--- src/rtl/alu_pkg.sv ---
// Shared constants for the registered ALU: opcode encodings and default width.
package alu_pkg;

  localparam int ALU_WIDTH = 8;

  localparam logic [1:0] OP_ADD = 2'b00;
  localparam logic [1:0] OP_SUB = 2'b01;
  localparam logic [1:0] OP_AND = 2'b10;
  localparam logic [1:0] OP_OR  = 2'b11;

endpackage

--- src/rtl/alu_adder.sv ---
// Combinational WIDTH-bit adder with carry in/out. A single instance is shared by
// ADD and SUB; the caller inverts operand y and the carry-in for subtraction.
module alu_adder
  import alu_pkg::*;
#(
  parameter int WIDTH = ALU_WIDTH
) (
  input  logic [WIDTH-1:0] x,
  input  logic [WIDTH-1:0] y,
  input  logic             ci,
  output logic [WIDTH-1:0] s,
  output logic             co
);

  logic [WIDTH:0] sum;

  // Full-width sum; the extra top bit is the carry-out.
  always_comb begin
    sum = {1'b0, x} + {1'b0, y} + {{WIDTH{1'b0}}, ci};
  end

  assign s  = sum[WIDTH-1:0];
  assign co = sum[WIDTH];

endmodule

--- src/rtl/alu.sv ---
// Registered 8-bit (WIDTH) ALU: ADD, SUB-with-borrow, AND, OR selected by sel.
// Result and carry/borrow are registered, one cycle after inputs are sampled.
// Optional zero/signed-overflow flags are built in when ALU_FLAGS_EN is defined.
module alu
  import alu_pkg::*;
#(
  parameter int WIDTH = ALU_WIDTH
) (
  input  logic             clk,
  input  logic             rst,
  input  logic [WIDTH-1:0] a,
  input  logic [WIDTH-1:0] b,
  input  logic             cin,
  input  logic [1:0]       sel,
  output logic [WIDTH-1:0] out,
  output logic             cout
`ifdef ALU_FLAGS_EN
  ,
  output logic             zero,
  output logic             ovf
`endif
);

  logic             is_sub;
  logic [WIDTH-1:0] add_y;
  logic             add_ci;
  logic [WIDTH-1:0] add_s;
  logic             add_co;

  logic [WIDTH-1:0] out_d, out_q;
  logic             cout_d, cout_q;

  // Subtraction reuses the adder: a - b - cin == a + ~b + ~cin, borrow = ~carry.
  assign is_sub = (sel == OP_SUB);
  assign add_y  = is_sub ? ~b : b;
  assign add_ci = is_sub ? ~cin : cin;

  alu_adder #(.WIDTH(WIDTH)) u_adder (
    .x  (a),
    .y  (add_y),
    .ci (add_ci),
    .s  (add_s),
    .co (add_co)
  );

  // Opcode mux; every code decoded, unknown/default falls back to ADD.
  always_comb begin
    out_d  = add_s;
    cout_d = add_co;
    case (sel)
      OP_ADD: begin
        out_d  = add_s;
        cout_d = add_co;
      end
      OP_SUB: begin
        out_d  = add_s;
        cout_d = ~add_co;
      end
      OP_AND: begin
        out_d  = a & b;
        cout_d = 1'b0;
      end
      OP_OR: begin
        out_d  = a | b;
        cout_d = 1'b0;
      end
      default: begin
        out_d  = add_s;
        cout_d = add_co;
      end
    endcase
  end

  // Output registers, cleared immediately by reset.
  always_ff @(posedge clk or posedge rst) begin
    if (rst) begin
      out_q  <= '0;
      cout_q <= 1'b0;
    end else begin
      out_q  <= out_d;
      cout_q <= cout_d;
    end
  end

  assign out  = out_q;
  assign cout = cout_q;

`ifdef ALU_FLAGS_EN
  logic zero_d, zero_q;
  logic ovf_d, ovf_q;

  // Two's-complement overflow from operand and result sign bits.
  function automatic logic signed_ovf(input logic sa, input logic sb,
                                      input logic sr, input logic sub);
    if (sub) return (sa != sb) && (sr != sa);
    else     return (sa == sb) && (sr != sa);
  endfunction

  // Flag next-state: zero tracks the next result, ovf only for arithmetic ops.
  always_comb begin
    zero_d = (out_d == '0);
    ovf_d  = 1'b0;
    case (sel)
      OP_ADD:  ovf_d = signed_ovf(a[WIDTH-1], b[WIDTH-1], add_s[WIDTH-1], 1'b0);
      OP_SUB:  ovf_d = signed_ovf(a[WIDTH-1], b[WIDTH-1], add_s[WIDTH-1], 1'b1);
      OP_AND:  ovf_d = 1'b0;
      OP_OR:   ovf_d = 1'b0;
      default: ovf_d = signed_ovf(a[WIDTH-1], b[WIDTH-1], add_s[WIDTH-1], 1'b0);
    endcase
  end

  // Flag registers; reset reflects the cleared (zero) result.
  always_ff @(posedge clk or posedge rst) begin
    if (rst) begin
      zero_q <= 1'b1;
      ovf_q  <= 1'b0;
    end else begin
      zero_q <= zero_d;
      ovf_q  <= ovf_d;
    end
  end

  assign zero = zero_q;
  assign ovf  = ovf_q;
`endif

endmodule

--- config.mk ---
export PLATFORM = sky130hd
export DESIGN_NAME = alu
export DESIGN_NICKNAME = d
export VERILOG_FILES = /design/src/rtl/alu_pkg.sv /design/src/rtl/alu_adder.sv /design/src/rtl/alu.sv
export SDC_FILE = /design/constraint.sdc
export NUM_CORES = 1
export LEC_CHECK = 0
export ABC_AREA = 1
export CORE_ASPECT_RATIO = 0.75
export CORE_MARGIN = 2
export CORE_UTILIZATION = 49
export DETAILED_ROUTE_END_ITERATION = 10
export PLACE_DENSITY = 0.81
export SYNTH_ARGS = -nofsm -noshare
export SYNTH_HDL_FRONTEND = slang
export SYNTH_SLANG_ARGS = --single-unit
--- constraint.sdc ---
create_clock -name clk -period 1 [get_ports clk]
set_input_delay 0.2 -clock clk [delete_from_list [all_inputs] [get_ports clk]]
set_output_delay 0.2 -clock clk [all_outputs]
set_load 0.005 [all_outputs]
======== Word level (Yosys, flattened, before mapping) ========
Index checks and enable logic that the tools add are counted.
word-level totals
  bits in registers ....................... 9
  word-level logic and storage cells ...... 19
cells by class
  $add $sub $neg .......................... 2
  eq/ne operators ......................... 3
  muxes and demuxes ....................... 4
  bitwise operators ....................... 5
  reduce and logical (&&, ||, !) cells .... 3
operators by type and width
  operator              count
  $pmux W8 S3           1
  $add A8 B8 Y9         1
  $add A9 B1 Y9         1
  $and A8 B8 Y8         1
  $mux W8               1
  $not A8 Y8            1
  $or A8 B8 Y8          1
  $eq A2 B2 Y1 const B  2
  $reduce_or A2 Y1      2
  $pmux W1 S3           1
  $eq A2 B1 Y1 const B  1
  $logic_not A2 Y1      1
  $not A1 Y1            2
  $mux W1               1

======== Logic depth before layout (Yosys ltp) ========
  word-level depth ........................ 6
  mapped depth ............................ 12
  gate-level depth less buffers ........... 12

======== By module ========
From an unflattened synthesis, not the netlist that was laid out.
unflattened totals
  cells, all modules ...................... 157
  area total of the unflattened synthesis .. 1018.5 sq um
modules (own cells, without submodules)
  module     instances  cells an instance  area an instance (sq um)  seq. area each (sq um)
  alu        1          98                 634.4                     225.2
  alu_adder  1          59                 384.1                     0.0

======== Worst setup path after synthesis ========
OpenSTA, ideal clock, no wires.
  kind .................................... in2reg
  start point ............................. input port sel[0]
  end point ............................... register out_q[6] (netlist: out[6])
  data arrival time ....................... 1.769 ns
  data required time ...................... 0.881 ns
  path slack .............................. -0.887 ns
  stages .................................. 11
  path buffers ............................ 0
  cell sequence ........................... inv_2 > nor2_8 > xor2_1 > fa_1 > fa_1 > nand2_1 > nand3_1 > nand3_1 > nand3_1 > nand3_1 > nand2_1
between the ends
  cells in the longest elaborated chain, start to end .. 5
ends and longest elaborated chain
  element               line                  source
  start, declared       alu.sv:14             input logic [1:0] sel,
  $eq A2 B1 Y1          alu.sv:34, alu.sv:50
  $mux W8               alu.sv:35             assign add_y = is_sub ? ~b : b;
  $add A8 B8 Y9         alu_adder.sv:19       sum = {1'b0, x} + {1'b0, y} + {{WIDTH{1'b0}}, ci};
  $add A9 B1 Y9         alu_adder.sv:19
  $pmux W8 S3 (*)       alu.sv:50             case (sel)
  named net out_d[6]    alu.sv:30             logic [WIDTH-1:0] out_d, out_q;
  end signal, assigned  alu.sv:80             out_q <= out_d;
  end, declared         alu.sv:30
The timed path passes the listed nets; every way through them passes the cells marked *.

======== Worst setup path in the final report ========
Same ends and word-level chain as after synthesis.

==> impl_metrics.env <==
export IMPL_ys_seq_area_frac=0.246
export IMPL_place_gp_congestion=0.854
export IMPL_vias_per_cell=5.84
export IMPL_finalWorstSetupSlack_ps=-669
export IMPL_dp_cells=201
export IMPL_final_cell_area_sq_mm=0.00150
export IMPL_p_leak_nw=0.786
export IMPL_yosysWarningCount=0
export IMPL_grt_setup_unrepaired="true"
export IMPL_cts_tree="done"
export IMPL_worstPathArrival_ps=1880
export IMPL_synth_area_leaders="dfrtp_1, nand2_1, nand3_1"
export IMPL_antenna_found_initial=0
export IMPL_routed_wl_mm=3.55
export IMPL_dieArea_sq_mm=0.00223
export IMPL_drive_above_1_share=0.349
export IMPL_fin_cells=208
export IMPL_wl_per_cell_um=17.1
export IMPL_clk_path_buf_depth=2
export IMPL_fp_dieW_um=53.9
export IMPL_drcViolationCount=0
export IMPL_drtIter0Drc=80
export IMPL_grtUsageTotal=0.312
export IMPL_yosys_cell_types_count=20
export IMPL_syn_mean_instance_area_sq_um=6.98
export IMPL_required_ps=1210
export IMPL_max_cap_violations=0
export IMPL_dp_hpwl_mm=2.14
export IMPL_period_needed_ps=1670
export IMPL_htreeDepth=1
export IMPL_crit_type="input pin to flop"
export IMPL_outcome="complete, but fails checks"
export IMPL_root_buffer="clkbuf_4"
export IMPL_hold_slack_ps=188
export IMPL_syn2layout_area_growth_pct=63.9
export IMPL_postSynthCellCount=131
export IMPL_cts_buffers=3
export IMPL_fillers=94
export IMPL_path_max_fanout=4
export IMPL_setup_viol=9
export IMPL_die_height_um=41.4
export IMPL_finalPower_mw=1.63
export IMPL_first_pass_iters=5
export IMPL_initial_core_util=0.526
export IMPL_place_area_sq_mm=0.00141
export IMPL_slew_limit_headroom=0.779
export IMPL_ant_nets=0
export IMPL_io_pins=30
export IMPL_hp_class="input pin to async pin"
export IMPL_syn_area_sq_um=915
export IMPL_maxSlewViolCount=0
export IMPL_yosysTopAreaCell="dfrtp_1"
export IMPL_fin_nets=217
export IMPL_synth_top_area_share=0.246
export IMPL_startpoint_type="input pin"
export IMPL_final_period_utilization=1.67
export IMPL_ctsHoldBuffers=0
export IMPL_pre_cts_slack_ps=-1540
export IMPL_worst_slew_pin_transition_ps=331
export IMPL_grt_pass1_vias=1131
export IMPL_post_route_util=0.861
export IMPL_hold_violations=0
export IMPL_power_density_mw_per_mm2=1090
export IMPL_vias=1215
export IMPL_ir_worst_vdd_uv=966
export IMPL_finalSetupTns_ps=-4590
export IMPL_core_sq_mm=0.00174
export IMPL_end_kind="flop"
export IMPL_violations="negative setup slack"
export IMPL_cts_sinks=9
export IMPL_antenna_cells=0
export IMPL_grt_overflow=0
export IMPL_row_count=13
export IMPL_grt_first_pass_wirelength_mm=5.18
export IMPL_grt_max_degree=11
export IMPL_max_freq_ghz=0.599
export IMPL_syn_nets=161
export IMPL_io_buffers=29
export IMPL_ys_ff_latch=9
export IMPL_clk_pin_slew_ps=60
worst paths after layout:
kind,to,start,cells after the start
min,out[5],rst,2
min in group clk,cout,sel[0],4
max in group asynchronous,out[7],rst,2
max,out[6],sel[0],13
registers in the layout, summed over array words and instances, names as in the netlist:
register and flops:
out 8, cout 1
timing repair:
item                                    in CTS  in global routing
endpoints found under the setup margin      18                  9
setup buffers                                4                  1
pin swaps                                   24                 15
gates resized for setup                     70                 13
cloned                                       0                  0
final cells by class:
cell class | count | area, sq um | area share
Clock buffer | 4 | 26.3 | 0.0175
Inverter | 17 | 76.3 | 0.0509
Timing Repair Buffer | 52 | 419 | 0.280
Tap cell | 22 | 27.5 | 0.0184
Multi-Input combinational cell | 104 | 724 | 0.483
Sequential cell | 9 | 225 | 0.150
layer usage:
layer,global-route usage,vias to the layer above,routed length [um]
li1,-,536,-
met1,0.408,575,1380
met2,0.505,85,1660
met3,0.0647,19,385
met4,0.0974,0,123
met5,0,-,0
cell usage after synthesis, drive strengths merged:
cell type   n
nand2      32
nand3      19
nor2       18
inv        17
dfrtp       9
xor2        8
ha          7
o21ai       7
a21oi       4
a31oi       3
fa          2
buf         1
nand3b      1
o211ai      1
o21bai      1
or2         1
power breakdown:
part	internal, mW	switching, mW
clock network	0.154	0.136
registers	0.422	0.0120
logic	0.414	0.496
worst max-delay path: stages:
cell and delay (ps):
buf_12 110, inv_12 50, nor2_8 40, xor2_2 170
fa_2 360, fa_2 360, nand2_2 100, nand3_4 90
nand3_2 70, nand2_1 70, nand2_1 70, nand3_1 80
nand2_1 80
cells in the final DEF, fill, tap and decap left out, types with 2 or more instances in the layout:
cell and instances:
xor2_1 4, clkdlybuf4s50_1 9, a21oi_2 2, nor2_1 13
buf_4 23, nand3_2 3, a21oi_1 2, buf_2 10
dfrtp_1 9, nor2_2 2, nand2_2 5, a31oi_1 3
inv_1 15, nand2_1 26, o21ai_1 3, clkbuf_4 3
nand3_1 15, dlygate4sd2_1 7, o21ai_0 4, xor2_2 4
ha_1 6, nor2_4 2, fa_2 2
kinds of logic after synthesis:
logic type,after synthesis,synth area share
AND/OR/NAND/NOR,71,0.358
buffers and inverters,18,0.0821
AO/OA/AOI/OAI,16,0.0971
adder cells (fa/ha/maj),9,0.140
flip-flops,9,0.246
XOR/XNOR,8,0.0766
Note: power is estimated with default switching activity, not from simulation.
